[src/rtl/lifi_phy_pkg.sv]
// Shared definitions for the LiFi PHY: receiver FSM states, the Sylvester
// Hadamard sign function and the width derivations used by the receiver.
package lifi_phy_pkg;

    typedef enum logic [1:0] {
        IDLE,
        DECODE,
        DONE
    } state_t;

    // Returns 1 when the Sylvester Hadamard entry h[k][j] is -1.
    function automatic logic hsign(input int k, input int j);
        return ^(k & j);
    endfunction

    function automatic int payload_bits(input int hadamard, input int pam_level_log);
        return (hadamard - 1) * pam_level_log;
    endfunction

    function automatic int frame_bits(input int bit_num, input int hadamard);
        return bit_num * hadamard;
    endfunction

    function automatic int acc_width(input int midle_bits);
        return midle_bits + 1;
    endfunction

endpackage

[src/rtl/walsh_correlator.sv]
// Combinational correlation of one frame of unipolar samples against
// Sylvester Hadamard row `row`, producing the signed sum y_row.
module walsh_correlator
    import lifi_phy_pkg::*;
#(
    parameter int HADAMARD   = 16,
    parameter int BIT_NUM    = 7,
    parameter int MIDLE_BITS = 11
) (
    input  logic [BIT_NUM*HADAMARD-1:0] samples,
    input  logic [$clog2(HADAMARD)-1:0] row,
    output logic signed [MIDLE_BITS:0]  corr
);

    logic signed [MIDLE_BITS:0] term;

    always_comb begin
        corr = '0;
        term = '0;
        for (int k = 0; k < HADAMARD; k++) begin
            term = {{(MIDLE_BITS + 1 - BIT_NUM){1'b0}}, samples[k*BIT_NUM +: BIT_NUM]};
            if (hsign(k, int'(row))) begin
                corr = corr - term;
            end else begin
                corr = corr + term;
            end
        end
    end

endmodule

[src/rtl/hadamard_pam_receiver.sv]
// Hadamard/PAM receiver: latches one sample frame, correlates it against
// rows 1..H-1 one per cycle and slices each result back to a PAM symbol.
module hadamard_pam_receiver
    import lifi_phy_pkg::*;
#(
    parameter int HADAMARD      = 16,
    parameter int PAM_LEVEL_LOG = 3,
    parameter int BIT_NUM       = 7,
    parameter int MIDLE_BITS    = 11,
    localparam int N = payload_bits(HADAMARD, PAM_LEVEL_LOG),
    localparam int M = frame_bits(BIT_NUM, HADAMARD)
) (
    input  logic         clk,
    input  logic         reset,
    input  logic [M-1:0] input_data,
    input  logic         in_valid,
    output logic         in_ready,
    output logic [N-1:0] output_data,
    output logic         out_valid
);

    localparam int LOG_H = $clog2(HADAMARD);
    localparam int ACC_W = acc_width(MIDLE_BITS);
    localparam int L     = PAM_LEVEL_LOG;
    localparam int P_MAX = (1 << PAM_LEVEL_LOG) - 1;

    state_t               state_q, state_d;
    logic [M-1:0]         samples_q, samples_d;
    logic [LOG_H-1:0]     idx_q, idx_d;
    logic [N-1:0]         out_data_q, out_data_d;
    logic                 out_valid_q, out_valid_d;
    logic signed [ACC_W-1:0] corr;
    logic [ACC_W-1:0]     rounded;
    logic [L-1:0]         sym;

    walsh_correlator #(
        .HADAMARD   (HADAMARD),
        .BIT_NUM    (BIT_NUM),
        .MIDLE_BITS (MIDLE_BITS)
    ) u_corr (
        .samples (samples_q),
        .row     (idx_q),
        .corr    (corr)
    );

    // y = (H/2)*s, so rounding to nearest is (y + H/4) >> (log2(H)-1).
    always_comb begin
        rounded = $unsigned(corr) + ACC_W'(HADAMARD / 4);
        rounded = rounded >> (LOG_H - 1);
        sym     = '0;
        if (!corr[ACC_W-1]) begin
            sym = (rounded > ACC_W'(P_MAX)) ? L'(P_MAX) : rounded[L-1:0];
        end
    end

    always_comb begin
        state_d     = state_q;
        samples_d   = samples_q;
        idx_d       = idx_q;
        out_data_d  = out_data_q;
        out_valid_d = 1'b0;
        case (state_q)
            IDLE: begin
                if (in_valid) begin
                    samples_d = input_data;
                    idx_d     = LOG_H'(1);
                    state_d   = DECODE;
                end
            end
            DECODE: begin
                for (int s = 0; s < HADAMARD - 1; s++) begin
                    if (idx_q == LOG_H'(s + 1)) begin
                        out_data_d[s*L +: L] = sym;
                    end
                end
                if (idx_q == LOG_H'(HADAMARD - 1)) begin
                    idx_d       = LOG_H'(1);
                    out_valid_d = 1'b1;
                    state_d     = DONE;
                end else begin
                    idx_d = idx_q + LOG_H'(1);
                end
            end
            DONE: begin
                state_d = IDLE;
            end
            default: begin
                state_d = IDLE;
            end
        endcase
    end

    always_ff @(posedge clk) begin
        if (reset) begin
            state_q     <= IDLE;
            samples_q   <= '0;
            idx_q       <= LOG_H'(1);
            out_data_q  <= '0;
            out_valid_q <= 1'b0;
        end else begin
            state_q     <= state_d;
            samples_q   <= samples_d;
            idx_q       <= idx_d;
            out_data_q  <= out_data_d;
            out_valid_q <= out_valid_d;
        end
    end

    assign in_ready    = (state_q == IDLE);
    assign output_data = out_data_q;
    assign out_valid   = out_valid_q;

endmodule

[config.mk]
export PLATFORM = sky130hd
export DESIGN_NAME = hadamard_pam_receiver
export DESIGN_NICKNAME = d
export VERILOG_FILES = /design/src/rtl/lifi_phy_pkg.sv /design/src/rtl/walsh_correlator.sv /design/src/rtl/hadamard_pam_receiver.sv
export SDC_FILE = /design/constraint.sdc
export NUM_CORES = 1
export LEC_CHECK = 0
export ABC_AREA = 1
export BUFFER_PORTS_ARGS = -buffer_cell sky130_fd_sc_hd__buf_2
export CORE_ASPECT_RATIO = 0.75
export CORE_MARGIN = 1
export CORE_UTILIZATION = 65
export DETAILED_ROUTE_END_ITERATION = 16
export PLACE_DENSITY = 0.91
export SYNTH_ARGS = -nofsm -noshare
export SYNTH_HDL_FRONTEND = slang
export SYNTH_SLANG_ARGS = --single-unit
[constraint.sdc]
create_clock -name clk -period 37.3 [get_ports clk]
set_clock_uncertainty 0.1 [all_clocks]
set_input_delay 7.46 -clock clk [delete_from_list [all_inputs] [get_ports clk]]
set_output_delay 7.46 -clock clk [all_outputs]
set_load 0.05 [all_outputs]
Word level (Yosys, flattened, before mapping):

Index checks and enable logic that the tools add are counted.
Widths: inputs -> output; s select.

* $lt $le $gt $ge: 1
* muxes and demuxes: 24
* equal/unequal tests: 18
* bitwise logic cells: 1
* reduce and logical (&&, ||, !) cells: 36
* $add $sub $neg: 32

Operators with widths (count)
* $reduce_xor 32->1: 15
* $mux 12: 15
* $add 12x8->12: 14
* $sub 12x8->12: 14
* $reduce_and 2->1: 18
* $eq 4x4->1 const B: 8
* $eq 4x3->1 const B: 4
* $add 12x3->12 const B: 1
* $gt 9x3->1 const B: 1
* $add 7x7->8: 1
* $eq 4x2->1 const B: 2
* $mux 4: 2
* $pmux 4 s2: 1
* $sub 7x7->8: 1
* $mux 3: 2
* $add 4x1->4 const B: 1
* $eq 4x1->1 const B: 1
* $mux 2: 2
* $ne 2x2->1 const B: 2
* $pmux 2 s2: 1
* $eq 2x1->1 const B: 1
* $logic_not 2->1: 1
* $reduce_bool 2->1: 1
* $reduce_or 2->1: 1
* other kinds (2): 2

* output and inout port bits: 47
* bits of input ports: 115
* word-level logic and storage cells: 131
* bits in registers: 164

Longest topological paths before layout:

* depth in word-level cells: 34
* gate-level depth with buffers: 84
* mapped depth without buffers: 83

Hierarchy:

Synthesis repeated with hierarchy kept, for this count alone.

* cell total of the unflattened synthesis: 2205
* area, all modules: 15222.1 µm²

Modules (own cells, without submodules)
* walsh_correlator: area each 9364.0 µm², cells each 1479, times used 1
* hadamard_pam_receiver: area each 5858.1 µm², cells each 726, times used 1

Worst setup path after synthesis:

No wires, ideal clock.

* path kind: flip-flop to flip-flop
* start: register samples_q[0]
* end: register out_data_q[8] (netlist: output_data[8])
* path slack: 25266 ps
* data required time: 37066 ps
* arrival time: 11800 ps
* period minus slack after synthesis: 12034 ps
* cell stages (with the launch flop): 64
* path through: dfxtp_1 -> inv_1 -> ha_1 -> inv_1 -> fa_1 -> nand2_1 -> o21ai_0 -> inv_1 -> fa_1 -> fa_1 -> fa_1 -> fa_1 -> xnor2_1 -> ha_1 -> inv_1 -> o31ai_1 -> xor2_1 -> inv_1 -> [28 not listed] -> inv_1 -> xor2_1 -> inv_1 -> ha_1 -> a21oi_1 -> nand2_1 -> xor2_1 -> ha_1 -> nand2_1 -> nand2_1 -> or2_0 -> nand2_1 -> inv_1 -> nand2_1 -> nand4_4 -> o31ai_4 -> buf_6 -> a21oi_1

* word-level cells in the longest chain between the ends: 34
* elaborated cells between the ends (all ways): 49
* those cells by class: 31 x add/sub; 1 x order compare; 17 x mux

Ends and longest elaborated chain
* start, declared: RTL line hadamard_pam_receiver.sv:28 `logic [M-1:0] samples_q, samples_d;`
* start signal, assigned: RTL line hadamard_pam_receiver.sv:102 `samples_q <= samples_d;`
* $add 7x7->8 or $sub 7x7->8 (tied branches): RTL line walsh_correlator.sv:25, walsh_correlator.sv:23
* $mux 12 *: RTL line walsh_correlator.sv:22 `if (hsign(k, int'(row))) begin`
* $add 12x8->12 or $sub 12x8->12 (tied branches): RTL line walsh_correlator.sv:25, walsh_correlator.sv:23
* $mux 12 *: RTL line walsh_correlator.sv:22
* $add 12x8->12 or $sub 12x8->12 (tied branches): RTL line walsh_correlator.sv:25, walsh_correlator.sv:23
* $mux 12 *: RTL line walsh_correlator.sv:22
* $add 12x8->12 or $sub 12x8->12 (tied branches): RTL line walsh_correlator.sv:25, walsh_correlator.sv:23
* $mux 12 *: RTL line walsh_correlator.sv:22
* [18 not listed]
* $add 12x8->12 or $sub 12x8->12 (tied branches): RTL line walsh_correlator.sv:25, walsh_correlator.sv:23
* $mux 12 *: RTL line walsh_correlator.sv:22
* $add 12x8->12 or $sub 12x8->12 (tied branches): RTL line walsh_correlator.sv:25, walsh_correlator.sv:23
* $mux 12 *: RTL line walsh_correlator.sv:22
* $add 12x3->12: RTL line hadamard_pam_receiver.sv:48 `rounded = $unsigned(corr) + ACC_W'(HADAMARD / 4);`
* $gt 9x3->1: RTL line hadamard_pam_receiver.sv:52 `sym = (rounded > ACC_W'(P_MAX)) ? L'(P_MAX) : rounded[L-1:0];`
* $mux 3: RTL line hadamard_pam_receiver.sv:52
* $mux 3 *: RTL line hadamard_pam_receiver.sv:51 `if (!corr[ACC_W-1]) begin`
* end signal, assigned: RTL line hadamard_pam_receiver.sv:104 `out_data_q <= out_data_d;`
* end, declared: RTL line hadamard_pam_receiver.sv:30 `logic [N-1:0] out_data_q, out_data_d;`

Mark *: on every way between the ends. The rest lies on a longest branch, timed or not.
A chain may end at the register's enable or synchronous reset.

Worst setup path after layout:

* start: register samples_q[8]
* end: register out_data_q[37] (netlist: output_data[37])

Same word-level chain as after synthesis.

==> results.cfg <==
[finish]
nets = 2661
syn2layout_area_growth_pct = 10.29
nFillCells = 1781
diodes = 0
seqCellArea_mm2 = 0.003283
drive_gt1_share_pct = 10.45
multiInputGateArea_mm2 = 0.01046

[worst_setup_path]
cp-end-kind = register
worstSetupPathType = reg2reg
max_stage_delay_ns = 0.65
cpMaxStageDelayCell = o31ai_4
worstPathMaxFanout = 15
reg2regPathDepth = 71
critPathArrivalTime_ns = 14.01
cp.required_ns = 37.49
rrSetupSlack_ns = 23.48
start_kind = register
reg2reg_from = samples_q[8]
r2r-end = output_data[37]

[yosys]
synth_edf_count = 0
synth.yosys.warnings = 0
synth_area_mm2 = 0.01534
synth_cells = 2210
yosysSeqAreaShare_pct = 21.41
synth.avg_cell_area_um2 = 6.940
synth_ff_type = dfxtp_1
synthDistinctLibCells = 56
syn_nets = 2531
ys_seq_elements = 164
ys_async_sr_fraction_pct = 0

[placement]
hpwlAfterDp_um = 30840
port_buffers = 161
place_congestion = 0.9398

[routing]
viasPerCell = 5.737
wl_per_cell_um = 15.38
ant_nets = 0
via_count = 15220
dr.pass1.iters = 12
drc_errors = 0
routed_wl_um = 40810
drt_iter0_drc = 1295

[global_routing]
grt_antenna_before_repair = 0
grt_usage_pct = 34.17
grt_overflow = 0
grt_pass1_vias = 14460
grt_start_max_net_pins = 86
grt_pass1_wl_um = 67250

[clock_tree]
cts_made_buffers = 17
cts_root_buffer = clkbuf_16
clock_latency_ns = 0.45
holdBufCountCts = 0
cts.sinks = 164
clk_pin_slew_ns = 0.08
htree_num_levels = 4
clockBufferDepth = 2
cts_tree = yes
postCtsSetupBuffers = 0
cts.repair.resized = 0

[die]
chipHeight_um = 135.0
top_level_ports = 162
initial_core_util_pct = 66.50
die_area_mm2 = 0.02422
core_mm2 = 0.02306
chipWidth_um = 179.4
rows = 48

[sta]
final-hold-violation-count = 0
period_needed_ns = 13.82
fin_crit_sh_pct = 37.05
setup_viol = 0
setup_tns_ns = 0
fmax_mhz = 72.36
maxSlewHeadroom_pct = 36.31
grt_setup_unrepaired = false
tightest_slew_ns = 0.9485
drv_slew = 0

[hold_path]
hold_path.class = reg2reg
hold_depth = 2
hold-path-endpoint = output_data[42]
min_from = output_data[42]

[flow_run]
cap_violations = 0

[run_status]
status = complete, no violations
## state kept, by name, indices dropped and copies added (netlist names)
signal,count
samples_q,112
output_data,45
idx_q,4
state_q,2
out_valid,1
## layer usage
layer  global-route usage (%)  up-vias  wire length [µm]
met5                        0        -                 0
met4                    11.53        0              1105
met1                    45.03     7001             18020
li1                         -     7521                 -
met3                    5.968       97              3014
met2                    56.18      601             18670
## per-stage QoR
step | std cells | util, % | worst slack, ns | area [µm²] | hold WS [ns]
floorplan | 2210 | - | 25.27 | 15340 | 0.3499
global route | 2653 | 73.35 | 22.52 | 16920 | 0.4036
finish | 2653 | 73.35 | 23.48 | 16920 | 0.3877
CTS | 2653 | 73.35 | 23.73 | 16920 | 0.3836
detailed placement | 2621 | 70.75 | 23.93 | 16320 | 0.3727
global placement | 2621 | 70.75 | 24.28 | 16320 | 0.3553
## cells by family (layout without fill, tap and decap cells)
logic type	Yosys count	after routing	synth area share [%]
adder cells (fa/ha/maj)	206	206	17.54
buffers and inverters	414	557	10.43
multiplexers	1	1	0.06527
AND/OR/NAND/NOR	606	606	16.72
AO/OA/AOI/OAI	610	610	21.91
XOR/XNOR	209	209	11.94
flip-flops	164	164	21.41
## critical path: cells and delay by family (launching register included)
kind            cells  cell delay, ns
buf+inv            15            1.04
flops               1            0.34
compound gates     13            2.93
fa+ha+maj          15            5.06
xor+xnor           12            2.12
simple gates       16            2.11
## cell usage in the layout (no fill, tap or decap), types with 51 or more instances in the layout
cell	instances
inv_1	346
dfxtp_1	164
xor2_1	132
xnor2_1	77
a21oi_1	253
buf_2	161
nand3_1	51
nand2_1	282
o21ai_0	254
ha_1	191
nor2_1	191
## Yosys cell counts (all sizes together) (2+ instances only)
master   number  share of area (%)
nor3         32                1.1
dfxtp       164                 21
a31oi         8               0.33
clkbuf       45                1.1
fa           15                2.0
a221oi        2               0.11
nor2        195                4.9
nor4          2              0.082
o21ai       267                8.8
a21o         15               0.73
o211ai        2              0.098
inv         357                8.8
buf           9               0.46
xnor2        77                4.4
o31ai        33                2.0
o2111ai       3               0.17
and2          6               0.24
nand4        10               0.51
o21bai        9               0.44
a21oi       255                8.4
a21boi        3               0.15
ha          191                 16
xor2        132                7.5
nand3        55                1.9
o21a          2              0.098
a22oi         4               0.20
nand3b        6               0.29
or2           8               0.33
nand2       292                7.3
clkinv        3              0.073
a211oi        3               0.18
o221ai        2               0.11
## worst max path at each step
stage | startpoint | end | slack [ns] | cells after the start
6_report | samples_q[8] | output_data[37] | 23.48 | 71
5_1_grt | idx_q[0] | output_data[35] | 22.52 | 69
4_1_cts | samples_q[8] | output_data[37] | 23.73 | 71
3_5_place_dp | samples_q[0] | output_data[40] | 23.93 | 69
3_3_place_gp | samples_q[0] | output_data[20] | 24.28 | 63
2_1_floorplan | samples_q[0] | output_data[8] | 25.27 | 63
## area by class of cell
| class | instances | share of cell area, % |
|---|---|---|
| Timing Repair Buffer | 165 | 4.941 |
| Clock inverter | 13 | 0.9172 |
| Multi-Input combinational cell | 1632 | 61.85 |
| Sequential cell | 164 | 19.41 |
| Clock buffer | 19 | 2.619 |
| Tap cell | 300 | 2.219 |
| Inverter | 360 | 8.040 |
Power is left out: the tool's default activity adds up to more than one toggle a clock period on the data nets, which glitch-free logic cannot reach.
